--- src/rtl/alu_seq_pkg.sv ---
// -----------------------------------------------------------------------------
// alu_seq_pkg
// Shared definitions for the ALU sequencer/arbiter (alu_seq_ctrl).
//   - Request opcodes: OP_AND..OP_PASS map 1:1 onto the ALU select code,
//     OP_MUL is the sequenced multiply, anything above is illegal.
//   - ALU select codes used by the sequencer itself (ADD for MUL steps,
//     PASS as the idle drive).
//   - Controller state type.
// Optional feature macro: ALU_SEQ_MUL_EN (see alu_seq_ctrl).
// -----------------------------------------------------------------------------
package alu_seq_pkg;

    localparam logic [3:0] OP_AND  = 4'd0;
    localparam logic [3:0] OP_OR   = 4'd1;
    localparam logic [3:0] OP_ADD  = 4'd2;
    localparam logic [3:0] OP_SUB  = 4'd3;
    localparam logic [3:0] OP_NOT  = 4'd4;
    localparam logic [3:0] OP_INC  = 4'd5;
    localparam logic [3:0] OP_DEC  = 4'd6;
    localparam logic [3:0] OP_PASS = 4'd7;
    localparam logic [3:0] OP_MUL  = 4'd8;

    localparam logic [2:0] ALU_SEL_ADD  = 3'b010;
    localparam logic [2:0] ALU_SEL_PASS = 3'b111;

    typedef enum logic [1:0] {
        IDLE = 2'd0,
        EXEC = 2'd1,
        MUL  = 2'd2,
        RESP = 2'd3
    } state_t;

    // Opcodes 0000..0111 go straight to the ALU select.
    function automatic logic is_native(input logic [3:0] op);
        return !op[3];
    endfunction

endpackage

--- src/rtl/rr_arbiter.sv ---
// -----------------------------------------------------------------------------
// rr_arbiter
// Purely combinational round-robin grant: picks the first asserted valid bit
// searching upward from ptr, wrapping modulo NREQ. The pointer register lives
// in the parent.
// Ports:
//   ptr       in   IW    search start index
//   valid     in   NREQ  request vector
//   grant     out  NREQ  one-hot grant (all zero when nothing is valid)
//   grant_idx out  IW    index of the granted requester
//   any       out  1     at least one valid request
// -----------------------------------------------------------------------------
module rr_arbiter #(
    parameter int NREQ = 2,
    parameter int IW   = (NREQ > 1) ? $clog2(NREQ) : 1
) (
    input  logic [IW-1:0]   ptr,
    input  logic [NREQ-1:0] valid,
    output logic [NREQ-1:0] grant,
    output logic [IW-1:0]   grant_idx,
    output logic            any
);

    always_comb begin
        int s;
        // NOTE: every output gets a default first so no path leaves it
        // unassigned, which would otherwise infer a latch.
        grant_idx = '0;
        any       = 1'b0;
        // Walk from the farthest candidate back to ptr so the nearest valid
        // requester is the last (winning) assignment -- no break needed.
        for (int k = NREQ - 1; k >= 0; k--) begin
            s = int'(ptr) + k;
            if (s >= NREQ) s = s - NREQ;
            if (valid[s]) begin
                grant_idx = IW'(s);
                any       = 1'b1;
            end
        end
        grant = any ? (NREQ'(1) << grant_idx) : '0;
    end

endmodule

--- src/rtl/alu_seq_ctrl.sv ---
// -----------------------------------------------------------------------------
// alu_seq_ctrl
// Shares one W-bit combinational ALU between NREQ requesters. A round-robin
// arbiter picks a requester in IDLE, the op runs for one cycle (EXEC) or as
// repeated ADDs (MUL), and the registered result is offered on a single
// response channel (RESP) until consumed.
// Ports:
//   clk, rst_n            clock (rising edge), async active-low reset
//   req_valid/req_ready   per-requester handshake (ready one-hot, IDLE only)
//   req_op/req_a/req_b    packed per-requester opcode and operands
//   rsp_valid/rsp_ready   response handshake
//   rsp_id/rsp_data       served requester index and result
//   rsp_zero/rsp_err      result-is-zero flag, illegal-opcode flag
//   alu_sel/alu_a/alu_b   drive to the ALU
//   alu_out               ALU result (combinational)
//   busy                  controller not in IDLE
// Optional feature macro: ALU_SEQ_MUL_EN -- when defined, opcode 1000 is a
// multi-cycle multiply; when undefined it is treated as illegal and the MUL
// state, accumulator and counter are not built.
// -----------------------------------------------------------------------------
module alu_seq_ctrl
    import alu_seq_pkg::*;
#(
    parameter int NREQ = 2,
    parameter int W    = 8,
    localparam int IW  = (NREQ > 1) ? $clog2(NREQ) : 1
) (
    input  logic            clk,
    input  logic            rst_n,
    input  logic [NREQ-1:0] req_valid,
    output logic [NREQ-1:0] req_ready,
    input  logic [4*NREQ-1:0] req_op,
    input  logic [W*NREQ-1:0] req_a,
    input  logic [W*NREQ-1:0] req_b,
    output logic            rsp_valid,
    input  logic            rsp_ready,
    output logic [IW-1:0]   rsp_id,
    output logic [W-1:0]    rsp_data,
    output logic            rsp_zero,
    output logic            rsp_err,
    output logic [2:0]      alu_sel,
    output logic [W-1:0]    alu_a,
    output logic [W-1:0]    alu_b,
    input  logic [W-1:0]    alu_out,
    output logic            busy
);

    state_t          state, state_nxt;
    logic [IW-1:0]   rr_ptr, grant_idx;
    logic [NREQ-1:0] grant;
    logic            any_valid, accept;
    logic [3:0]      in_op;
    logic [W-1:0]    in_a, in_b;

    logic [3:0]      op_q;
    logic [W-1:0]    a_q, b_q, result_q;
    logic [IW-1:0]   id_q;
    logic            err_q, zero_q;
`ifdef ALU_SEQ_MUL_EN
    logic [W-1:0]    acc_q, cnt_q;
`endif

    rr_arbiter #(.NREQ(NREQ), .IW(IW)) u_arb (
        .ptr       (rr_ptr),
        .valid     (req_valid),
        .grant     (grant),
        .grant_idx (grant_idx),
        .any       (any_valid)
    );

    assign in_op  = req_op[4*grant_idx +: 4];
    assign in_a   = req_a[W*grant_idx +: W];
    assign in_b   = req_b[W*grant_idx +: W];
    // req_ready is the grant in IDLE, so a valid grant is itself the accept.
    assign accept = (state == IDLE) && any_valid;

    // State register
    always_ff @(posedge clk or negedge rst_n) begin
        if (!rst_n) state <= IDLE;
        // NOTE: non-blocking assignment in clocked blocks so every register
        // samples the pre-edge values regardless of statement order.
        else        state <= state_nxt;
    end

    // Next-state logic
    always_comb begin
        state_nxt = state;
        unique case (state)
            IDLE: begin
                if (accept) begin
`ifdef ALU_SEQ_MUL_EN
                    state_nxt = (in_op == OP_MUL) ? MUL : EXEC;
`else
                    state_nxt = EXEC;
`endif
                end
            end
            EXEC: state_nxt = RESP;
`ifdef ALU_SEQ_MUL_EN
            MUL:  if (cnt_q == '0) state_nxt = RESP;
`endif
            RESP: if (rsp_ready) state_nxt = IDLE;
            default: state_nxt = IDLE;
        endcase
    end

    // Output logic
    always_comb begin
        req_ready = (state == IDLE) ? grant : '0;
        busy      = (state != IDLE);
        rsp_valid = (state == RESP);
        alu_sel   = ALU_SEL_PASS;
        alu_a     = '0;
        alu_b     = '0;
        if (state == EXEC && is_native(op_q)) begin
            alu_sel = op_q[2:0];
            alu_a   = a_q;
            alu_b   = b_q;
        end
`ifdef ALU_SEQ_MUL_EN
        if (state == MUL && cnt_q != '0) begin
            alu_sel = ALU_SEL_ADD;
            alu_a   = acc_q;
            alu_b   = a_q;
        end
`endif
    end

    assign rsp_id   = id_q;
    assign rsp_data = result_q;
    assign rsp_zero = zero_q;
    assign rsp_err  = err_q;

    // Datapath registers
    always_ff @(posedge clk or negedge rst_n) begin
        if (!rst_n) begin
            // NOTE: the operand/result registers are reset as well, because
            // they drive rsp_* directly and those must read zero out of reset.
            rr_ptr   <= '0;
            op_q     <= '0;
            a_q      <= '0;
            b_q      <= '0;
            id_q     <= '0;
            result_q <= '0;
            err_q    <= 1'b0;
            zero_q   <= 1'b0;
`ifdef ALU_SEQ_MUL_EN
            acc_q    <= '0;
            cnt_q    <= '0;
`endif
        end else begin
            unique case (state)
                IDLE: begin
                    if (accept) begin
                        op_q   <= in_op;
                        a_q    <= in_a;
                        b_q    <= in_b;
                        id_q   <= grant_idx;
                        rr_ptr <= (grant_idx == IW'(NREQ - 1)) ? '0 : grant_idx + IW'(1);
`ifdef ALU_SEQ_MUL_EN
                        acc_q  <= '0;
                        cnt_q  <= in_b;
`endif
                    end
                end
                EXEC: begin
                    if (is_native(op_q)) begin
                        result_q <= alu_out;
                        err_q    <= 1'b0;
                        zero_q   <= (alu_out == '0);
                    end else begin
                        result_q <= '0;
                        err_q    <= 1'b1;
                        zero_q   <= 1'b1;
                    end
                end
`ifdef ALU_SEQ_MUL_EN
                MUL: begin
                    if (cnt_q != '0) begin
                        acc_q <= alu_out;
                        cnt_q <= cnt_q - 1'b1;
                    end else begin
                        result_q <= acc_q;
                        err_q    <= 1'b0;
                        zero_q   <= (acc_q == '0);
                    end
                end
`endif
                default: ;
            endcase
        end
    end

endmodule

--- config.mk ---
export PLATFORM = sky130hd
export DESIGN_NAME = alu_seq_ctrl
export DESIGN_NICKNAME = d
export VERILOG_FILES = /design/src/rtl/alu_seq_pkg.sv /design/src/rtl/rr_arbiter.sv /design/src/rtl/alu_seq_ctrl.sv
export SDC_FILE = /design/constraint.sdc
export NUM_CORES = 1
export LEC_CHECK = 0
export BUFFER_PORTS_ARGS = -buffer_cell sky130_fd_sc_hd__buf_2
export CAP_MARGIN = 20
export CORE_MARGIN = 10
export CORE_UTILIZATION = 41
export DETAILED_ROUTE_END_ITERATION = 6
export PLACE_DENSITY = 0.73
export SYNTH_ARGS = -nofsm -noshare
export SYNTH_HDL_FRONTEND = slang
export SYNTH_SLANG_ARGS = --single-unit
--- constraint.sdc ---
create_clock -name clk -period 1.4 [get_ports clk]
set_clock_uncertainty 0.2 [all_clocks]
set_input_delay 0 -clock clk [delete_from_list [all_inputs] [get_ports clk]]
set_output_delay 0 -clock clk [all_outputs]
set_load 0.02 [all_outputs]
==> key figures <==
Detailed routing
  – Number of DRC markers in iteration 0: 162
  – DRC Markers: 0
  – Routed WL: 6.88 mm
  – Average wire per standard cell: 17.7 um
  – Router iterations before antenna repair: 4
  – DR vias/cell: 5.41
  – DR vias: 2098
  – DRT antenna net count: 0

Worst hold path
  – Hold Path End: rsp_id
  – HP Class: in -> reg
  – Hold path cells: 4
  – Hold Path Origin: req_valid[0]

Power
  – Tot Pwr: 5.44 mW
  – Internal power: 3.31 mW
  – Switching share of total power: 39.1%
  – Sequential share of power: 31.9%
  – Psw: 2.13 mW
  – PwrDens: 1740 mW/mm^2
  – VDD IR max: 0.000990 V
  – Power share of the combinational group: 56.0%
  – LEAKAGE: 1.46 nW
  – Clock power share: 12.2%

Clock network
  – CTS tree: done
  – H-tree levels: 2
  – Clk buf depth: 2
  – CTS Root Cell: clkbuf_8
  – Clock transition at the registers of the reported paths: 60 ps
  – Insertion delay to the later sink of the worst-skew pair: 280 ps
  – CTS buffer count: 5
  – # clock sinks: 34

Final layout
  – Final Non-Filler Cells: 388
  – Number of nets in the layout: 388
  – Share of cells above drive strength 1: 40.6%
  – Core Util, Final: 78.1%
  – P&R area growth vs syn: 83.1%
  – Fillers: 265
  – Final instance area: 0.00313 sq mm

Run
  – Max-cap viol count: 0

Global routing
  – GRT Util Overall: 19.3%
  – Grt total ovfl: 0
  – Largest net degree at the start of global routing: 35
  – Antenna violations before repair: 3
  – First-pass GRT wire length: 11.7 mm
  – Vias in the first global route: 2286

Logic synthesis
  – Flops & latches, synth: 34
  – Post-Synthesis Cell Area: 0.00171 sq mm
  – Post-synthesis cell type count: 24
  – Mapped Nets: 238
  – Seq/Total Area, Yosys: 49.9%
  – Mapped Cells: 185
  – Ys Warns: 0
  – Syn avg cell area: 9.23 sq um

Critical path
  – Worst setup EP type: primary output
  – CP Buf/Inv Count: 2
  – Worst Path Arrival: 1420 ps
  – R2R cell count: 6
  – CP Launch Type: flip-flop
  – CP cell instances: nand2b_4 > nor2_4 > buf_12 > and2_1 > buf_6
  – Worst path top cell family by delay: simple AND/OR/NAND/NOR gates
  – R2R Setup Slk: -100 ps
  – Kind of critical path: reg -> out
  – Reg-to-Reg End: b_q[3]
  – Worst EP required: 1200 ps
  – Crit Path Max Fanout: 10
  – R2r startpoint: state[1]
  – Largest stage delay, worst path: 390 ps
  – Worst path depth: 5
  – Slowest CP cell: dfrtp_1

Timing
  – RSZ-0062 raised after global routing: yes
  – WHS: -24.8 ps
  – Fin worst setup slack: -220 ps
  – Setup Viol. Count Final: 37
  – Final hold violation count: 1
  – Final setup TNS: -4440 ps
  – Worst slew pin tran: 565 ps
  – Final period utilization: 116%
  – Max frequency: 617 MHz
  – Min Tclk post-route: 1620 ps
  – Slew Limit Fails: 0
  – Relative slew slack: 62.3%

Placement
  – Dpl ws: 14.7 ps
  – Placed cell count: 319
  – Final HPWL DP: 4.22 mm
  – IO Port Bufs: 86
  – Dpl cell area: 0.00226 sq mm
  – Global placer's final weighted congestion: 0.871

Floorplan
  – # IOs: 87
  – Die height: 84.5 um
  – Die Width: 84.5 um
  – Initial core utilization: 42.7%
  – CORE AREA: 0.00400 sq mm
  – Die ar.: 0.00714 sq mm
  – Cell Rows: 23

Status
  – Outcome: finished, violations left
  – Failing checks: hold timing, setup timing
==> cell type report <==
cell class | instances | area (sq um) | area share (%)
diodes | 3 | 7.51 | 0.240
clock buffers | 7 | 76.3 | 2.44
repair buffers | 161 | 1300 | 41.5
multi-input cells | 128 | 812 | 26.0
well taps | 50 | 62.6 | 2.00
inverters | 5 | 18.8 | 0.600
flip-flops and latches | 34 | 852 | 27.3
==> worst max path at each step <==
stage                   from       end  slack [ps]
floorplan           state[1]  alu_a[0]          70
global placement    state[0]   op_q[3]          20
detailed placement  state[1]  alu_b[4]          10
CTS                 state[1]  alu_a[6]        -220
global route        state[1]  alu_a[1]        -250
finish              state[1]  alu_a[2]        -220
==> power groups by stage <==
stage               registers (mW)  clock network [mW]  logic [mW]
floorplan                     1.79                   0        1.34
global route                  1.78               0.726        3.31
CTS                           1.71               0.675        2.92
global placement              1.70                   0        2.30
detailed placement            1.71                   0        2.33
finish                        1.73               0.661        3.04
==> timing repair <==
item | CTS | global route
hold buffers | 52 | 0
setup endpoints to repair | 22 | 54
endpoints found under the hold margin | 65 | 0
buffers inserted | 7 | 0
resized for setup | 55 | 11
pin swaps | 2 | 9
==> worst reg2reg max path, cell delays in order (launching register included) <==
cell and delay, ps:
dfrtp_1 390, buf_4 160, nor2_2 180, buf_6 150, buf_4 110, a21oi_1 50, a31oi_1 180
==> synth_stat cells, drive strengths merged <==
| cell | n | area share, % |
|---|---|---|
| a22o | 8 | 4.1 |
| or3 | 3 | 1.1 |
| inv | 5 | 1.1 |
| nand2 | 1 | 0.22 |
| a21boi | 2 | 0.88 |
| a21oi | 22 | 6.5 |
| o21bai | 1 | 0.44 |
| clkbuf | 7 | 1.6 |
| nor4 | 2 | 0.73 |
| or2 | 1 | 0.37 |
| nor3 | 1 | 0.59 |
| nand3 | 21 | 6.2 |
| o21ai | 21 | 6.2 |
| dfrtp | 34 | 50 |
| nand2b | 2 | 1.2 |
| buf | 11 | 3.2 |
| a31oi | 20 | 7.3 |
| nor2b | 2 | 0.73 |
| o21a | 1 | 0.44 |
| nor2 | 3 | 1.1 |
| and2 | 17 | 6.2 |
==> sequential cells by signal, indices dropped and copies added, names as in the netlist <==
signal	flops
rsp_err	1
rsp_zero	1
state	2
b_q	8
rsp_data	8
a_q	8
rr_ptr	1
op_q	4
rsp_id	1
==> cell families after synthesis <==
| group | count (synthesis) | share of synthesized area, % |
|---|---|---|
| AOI/OAI and AO/OA | 75 | 25.8 |
| and+or+nand+nor | 53 | 18.4 |
| DFF | 34 | 49.9 |
| buffers and inverters | 23 | 5.94 |
==> metal layers <==
| layer | wire [um] | share of wire (%) | GRT usage, % |
|---|---|---|---|
| met4 | 169 | 2.5 | 6.44 |
| met3 | 531 | 7.7 | 5.89 |
| met5 | 0 | 0 | 0 |
| met1 | 2680 | 39 | 22.8 |
| met2 | 3500 | 51 | 32.5 |
==> placed cells by master (no fill, tap or decap), types with 3 or more instances in the layout <==
| master | synthesis | layout |
|---|---|---|
| and2_1 | 17 | 4 |
| buf_2 | 11 | 66 |
| inv_1 | 5 | 5 |
| a31oi_1 | 20 | 20 |
| dlygate4sd3_1 | 0 | 52 |
| buf_6 | 0 | 26 |
| nand3_1 | 21 | 20 |
| diode_2 | 0 | 3 |
| clkbuf_8 | 0 | 5 |
| a22o_1 | 8 | 8 |
| buf_4 | 0 | 15 |
| a21oi_1 | 22 | 22 |
| and2_4 | 0 | 13 |
| dfrtp_1 | 34 | 33 |
| o21ai_0 | 21 | 21 |
No activity file was read; power rests on OpenSTA's default activity.
